## src/rtl/crc16_serial_divider.sv

```systemverilog
// Bit-serial CRC-16 long divider: shifts a DATA_W+CRC_W frame MSB-first
// through a remainder register. Optional CRC16_ERR_CNT_EN adds err_cnt/err_clr.
module crc16_serial_divider #(
    parameter int              DATA_W = 4,
    parameter int              CRC_W  = 16,
    parameter logic [CRC_W-1:0] POLY  = 16'h8005
) (
    input  logic                      clk,
    input  logic                      rst,
    input  logic                      start,
    input  logic [DATA_W+CRC_W-1:0]   frame_in,
    output logic                      busy,
    output logic                      done,
    output logic [CRC_W-1:0]          crc_out,
    output logic                      zero_rem
`ifdef CRC16_ERR_CNT_EN
    ,
    input  logic                      err_clr,
    output logic [7:0]                err_cnt
`endif
);

    localparam int FRAME_W = DATA_W + CRC_W;
    localparam int CNT_W   = $clog2(FRAME_W);

    typedef enum logic [1:0] {
        IDLE  = 2'd0,
        SHIFT = 2'd1,
        DONE  = 2'd2
    } state_t;

    state_t               state;
    state_t               state_nxt;
    logic [FRAME_W-1:0]   sr;
    logic [CRC_W-1:0]     rem;
    logic [CRC_W-1:0]     rem_nxt;
    logic [CNT_W-1:0]     cnt;
    logic                 last;
    logic                 load;

    // One long-division step: bring in the next dividend bit, subtract on carry-out.
    always_comb begin
        rem_nxt = {rem[CRC_W-2:0], sr[FRAME_W-1]} ^ (rem[CRC_W-1] ? POLY : '0);
    end

    assign last = (cnt == CNT_W'(FRAME_W - 1));
    assign load = start && (state != SHIFT);

    // State register.
    always_ff @(posedge clk or posedge rst) begin
        if (rst) begin
            state <= IDLE;
        end else begin
            state <= state_nxt;
        end
    end

    // Next-state decode and status outputs.
    always_comb begin
        state_nxt = state;
        busy      = 1'b0;
        done      = 1'b0;
        unique case (state)
            IDLE: begin
                if (start) state_nxt = SHIFT;
            end
            SHIFT: begin
                busy = 1'b1;
                if (last) state_nxt = DONE;
            end
            DONE: begin
                done      = 1'b1;
                state_nxt = start ? SHIFT : IDLE;
            end
            default: state_nxt = IDLE;
        endcase
    end

    // Shift register, remainder, bit counter and held result.
    always_ff @(posedge clk or posedge rst) begin
        if (rst) begin
            sr       <= '0;
            rem      <= '0;
            cnt      <= '0;
            crc_out  <= '0;
            zero_rem <= 1'b0;
        end else if (load) begin
            sr  <= frame_in;
            rem <= '0;
            cnt <= '0;
        end else if (state == SHIFT) begin
            rem <= rem_nxt;
            sr  <= {sr[FRAME_W-2:0], 1'b0};
            cnt <= cnt + CNT_W'(1);
            if (last) begin
                crc_out  <= rem_nxt;
                zero_rem <= (rem_nxt == '0);
            end
        end
    end

`ifdef CRC16_ERR_CNT_EN
    // Saturating count of failed checks; clear wins over increment.
    always_ff @(posedge clk or posedge rst) begin
        if (rst) begin
            err_cnt <= '0;
        end else if (err_clr) begin
            err_cnt <= '0;
        end else if (done && !zero_rem && (err_cnt != 8'hFF)) begin
            err_cnt <= err_cnt + 8'd1;
        end
    end
`endif

endmodule

```

## config.mk

```make
export PLATFORM = sky130hd
export DESIGN_NAME = crc16_serial_divider
export DESIGN_NICKNAME = d
export VERILOG_FILES = /design/src/rtl/crc16_serial_divider.sv
export SDC_FILE = /design/constraint.sdc
export NUM_CORES = 1
export LEC_CHECK = 0
export CORE_MARGIN = 10
export CORE_UTILIZATION = 50
export CTS_BUF_LIST = sky130_fd_sc_hd__clkbuf_16
export CTS_CLUSTER_SIZE = 30
export DETAILED_ROUTE_END_ITERATION = 8
export MAX_ROUTING_LAYER = met4
export PLACE_DENSITY = 0.83
export SETUP_SLACK_MARGIN = 0.1
export SYNTH_ARGS = -nofsm -noshare
export SYNTH_HDL_FRONTEND = slang
export SYNTH_SLANG_ARGS = --single-unit
```

## constraint.sdc

```tcl
create_clock -name clk -period 2.5 [get_ports clk]
set_clock_uncertainty 0.05 [all_clocks]
set_input_delay 0.5 -clock clk [delete_from_list [all_inputs] [get_ports clk]]
set_output_delay 0.5 -clock clk [all_outputs]
set_load 0.005 [all_outputs]
```

==> impl_results.md <==
- Status: finished, final reports clean
- Post-layout minimum cycle time: a little under 2 ns
- Synth Warn #: 0
- Slew Viols, Final: 0
- FF-to-FF End: crc_out[8]$_DFFE_PP0P_
- Tightest Pin Transition: 0.3794 ns
- Data required, critical path: 1.95 ns
- Dpl hpwl: between 3000 and 4000 um
- Vias in the first global route: 1,852
- Hold slack final: 0.4281 ns
- Max-cap violations: 0
- Routed vias/inst: between 5 and 6
- Final Instance Count excl. Fillers: 353
- Die ar.: between 8000 and 9000 um^2
- GRT Util Overall: 13.19%
- Pre-CTS setup slack: 0.6260 ns
- Synthesized flop and latch total: 60
- Post-CTS setup buffers: 0
- Final Cycle Share: roughly 80%
- WS Path Type: register to output pin
- Min-delay worst type: register to register
- GPL Wtd Cong: 0.7662
- Initial drt markers: 70
- Cts repair resizes: 0
- # rows: 26
- Clk buf depth: 2
- Critical path peak fanout: 2
- Worst setup margin: 0.5250 ns
- Hold_sp: sr[7]$_DFFE_PP0P_
- Dpl cells: 338
- Later-pin clock latency in the skew report: approximately 0.32 ns
- DR WL/cell: 14.22 um
- First-pass DRT Iterations: 4
- Worst Hold Path EP: sr[8]$_DFFE_PP0P_
- CP Launch Point: state[1]$_DFFE_PP0P_
- Nets@finish: between 300 and 400
- Flop-to-flop setup slack: about 0.65 ns
- Hold Path Stages: 2
- Arrival @ worst endpoint: roughly 1.4 ns
- Post-Syn Area: 2634 um^2
- Die height: 92.58 um
- Unrepaired setup endpoints after global routing: false
- FMAX: around 510 MHz
- Core ar.: 5107 um^2
- Top-Level Pins: 42
- Clk root buf: clkbuf_16
- Area Growth Syn to Fin: 27.55%
- Initial antenna violation count: 0
- Final setup TNS: 0 ns
- DRC Markers: 0
- Syn Area/Cell: around 11 um^2
- # hold bufs at CTS: 0
- Post-synth cell types: 35
- Total power: approximately 3.7 mW
- Dpl cell area: 3110 um^2
- Antenna Cells: 0
- Largest net degree at the start of global routing: 61
- Slew headroom: 74.71%
- Post-synthesis sequential area ratio: 57.01%
- TritonCTS buffer count: 9
- Worst setup SP type: register
- Crit end category: output pin
- Worst IR Drop VDD: 0.0005128 V
- Finished Core Util: 65.78%
- Fraction of layout cells with a size suffix above 1: 10.25%
- Fin. Hold Viols: 0
- Syn nets: approximately 260
- Gate Count Post-Synth: ~240
- Clock slew at reported path FFs: 0.05 ns
- DRT antenna net count: 0
- Starting Density: 51.57%
- Reg2reg path depth: 4
- Final wirelength: 5019 um
- I/O Buffers: between 40 and 50
- Crit Reg-Reg Startpoint: cnt[0]$_DFFE_PP0P_
- Via count: approximately 1,800
- CTS tree: yes
- CTS H-tree lvls: 3
- Pwr Density: around 1100 nW/um^2
- Cell area after layout: 3359 um^2
- Gr ovfl total: 0
- DIE WIDTH: 92.58 um
- Global-route wire length before repair: 8749 um
- Final setup violation count: 0
- Leakage power: 1.554 nW
- CTS sink count: 60
[worst max-delay path, cell delays in order (launching register included)]
cell and delay (ns):
dfrtp_1 0.36, nand2b_1 0.19, inv_4 0.07, clkdlybuf4s50_1 0.49
[cells in the final DEF, fill, tap and decap left out, types with 2 or more instances in the layout]
| cell type | n |
|---|---|
| dfrtp_1 | 60 |
| nand2_1 | 49 |
| o21ai_0 | 34 |
| buf_12 | 2 |
| a21oi_1 | 2 |
| clkdlybuf4s50_1 | 41 |
| mux2_1 | 6 |
| a31oi_1 | 2 |
| nor4_1 | 3 |
| inv_2 | 3 |
| inv_1 | 2 |
| o21ai_1 | 2 |
| mux2_4 | 8 |
| mux2i_1 | 23 |
| xnor2_1 | 3 |
| clkbuf_16 | 9 |
| nand3_1 | 5 |
| clkinv_1 | 4 |
| nor2_1 | 3 |
| buf_4 | 3 |
| a22o_1 | 2 |
| o22ai_1 | 2 |
| nor2b_1 | 2 |
[state kept, by name, indices dropped and copies added, names as in the netlist]
| name | flops |
|---|---|
| cnt | 5 |
| crc_out | 16 |
| rem | 16 |
| sr | 20 |
| state | 2 |
| zero_rem | 1 |
[synth_stat cells]
| library cell | n | area, um^2 |
|---|---|---|
| nor2b_1 | 2 | 12.51 |
| buf_2 | 4 | 20.02 |
| nand4_1 | 1 | 6.260 |
| and4_1 | 1 | 8.760 |
| inv_4 | 1 | 6.260 |
| mux2_2 | 1 | 11.26 |
| mux2_1 | 6 | 67.56 |
| ha_1 | 1 | 12.51 |
| a31oi_1 | 2 | 12.51 |
| nand2b_1 | 1 | 6.260 |
| buf_4 | 1 | 7.510 |
| nor4_1 | 3 | 18.77 |
| and4bb_1 | 1 | 12.51 |
| o21ai_1 | 2 | 10.01 |
| buf_6 | 2 | 22.52 |
| xnor2_1 | 3 | 26.28 |
| xor2_1 | 1 | 8.760 |
| o211ai_1 | 1 | 7.510 |
| inv_1 | 2 | 7.510 |
| nand2_1 | 49 | 183.9 |
| buf_1 | 1 | 3.750 |
| o2bb2ai_1 | 1 | 8.760 |
| o21ai_0 | 34 | 170.2 |
| o22ai_1 | 2 | 12.51 |
| clkbuf_1 | 8 | 30.03 |
| dfrtp_1 | 60 | 1501 |
| nor2_1 | 3 | 11.26 |
| inv_2 | 2 | 7.510 |
| nor3_1 | 1 | 5.000 |
| a22o_1 | 2 | 17.52 |
| a21oi_1 | 2 | 10.01 |
| nand2_4 | 1 | 11.26 |
| nand3_1 | 5 | 25.02 |
| mux2_4 | 8 | 120.1 |
| mux2i_1 | 23 | 230.2 |
[per-layer routing]
layer / track usage (%) / up-vias / wire length [um]
li1: - / 900 / -
met1: 15.27 / 862 / 2276
met2: 19.94 / 46 / 2455
met3: 5.488 / 7 / 221
met4: 5.270 / 0 / 65
met5: - / - / 0
[logic make-up (layout without fill, tap and decap cells)]
logic type               count (synthesis)  after routing  synth area share (%)
AO/OA/AOI/OAI                           46             46                 9.454
AND/OR/NAND/NOR                         68             68                 11.45
XOR/XNOR                                 4              4                 1.330
adder cells (fa/ha/maj)                  1              1                0.4750
flip-flops                              60             60                 57.01
multiplexers                            38             38                 16.29
buffers and inverters                   21             66                 3.991
[worst max-delay path by stage]
stage,depth (start not counted),end,slack [ns]
final,3,busy,0.53
after global routing,3,busy,0.46
after CTS,3,busy,0.50
after detailed placement,4,sr[6]$_DFFE_PP0P_,0.63
after global placement,4,sr[16]$_DFFE_PP0P_,0.66
after floorplan,1,cnt[0]$_DFFE_PP0P_,0.47
[where the power goes]
part           switching, mW  internal, mW
combinational          0.524         0.554
clock                  0.374         0.641
sequential             0.283          1.33
[layout make-up]
type,instances,area [um^2]
Sequential cell,60,1501
Timing Repair Buffer,46,473.0
Fill cell,415,1748
Clock inverter,6,23.77
Tap cell,70,87.58
Clock buffer,9,225.2
Multi-Input combinational cell,157,1027
Inverter,5,21.27
Note: power is estimated with default switching activity, not from simulation.
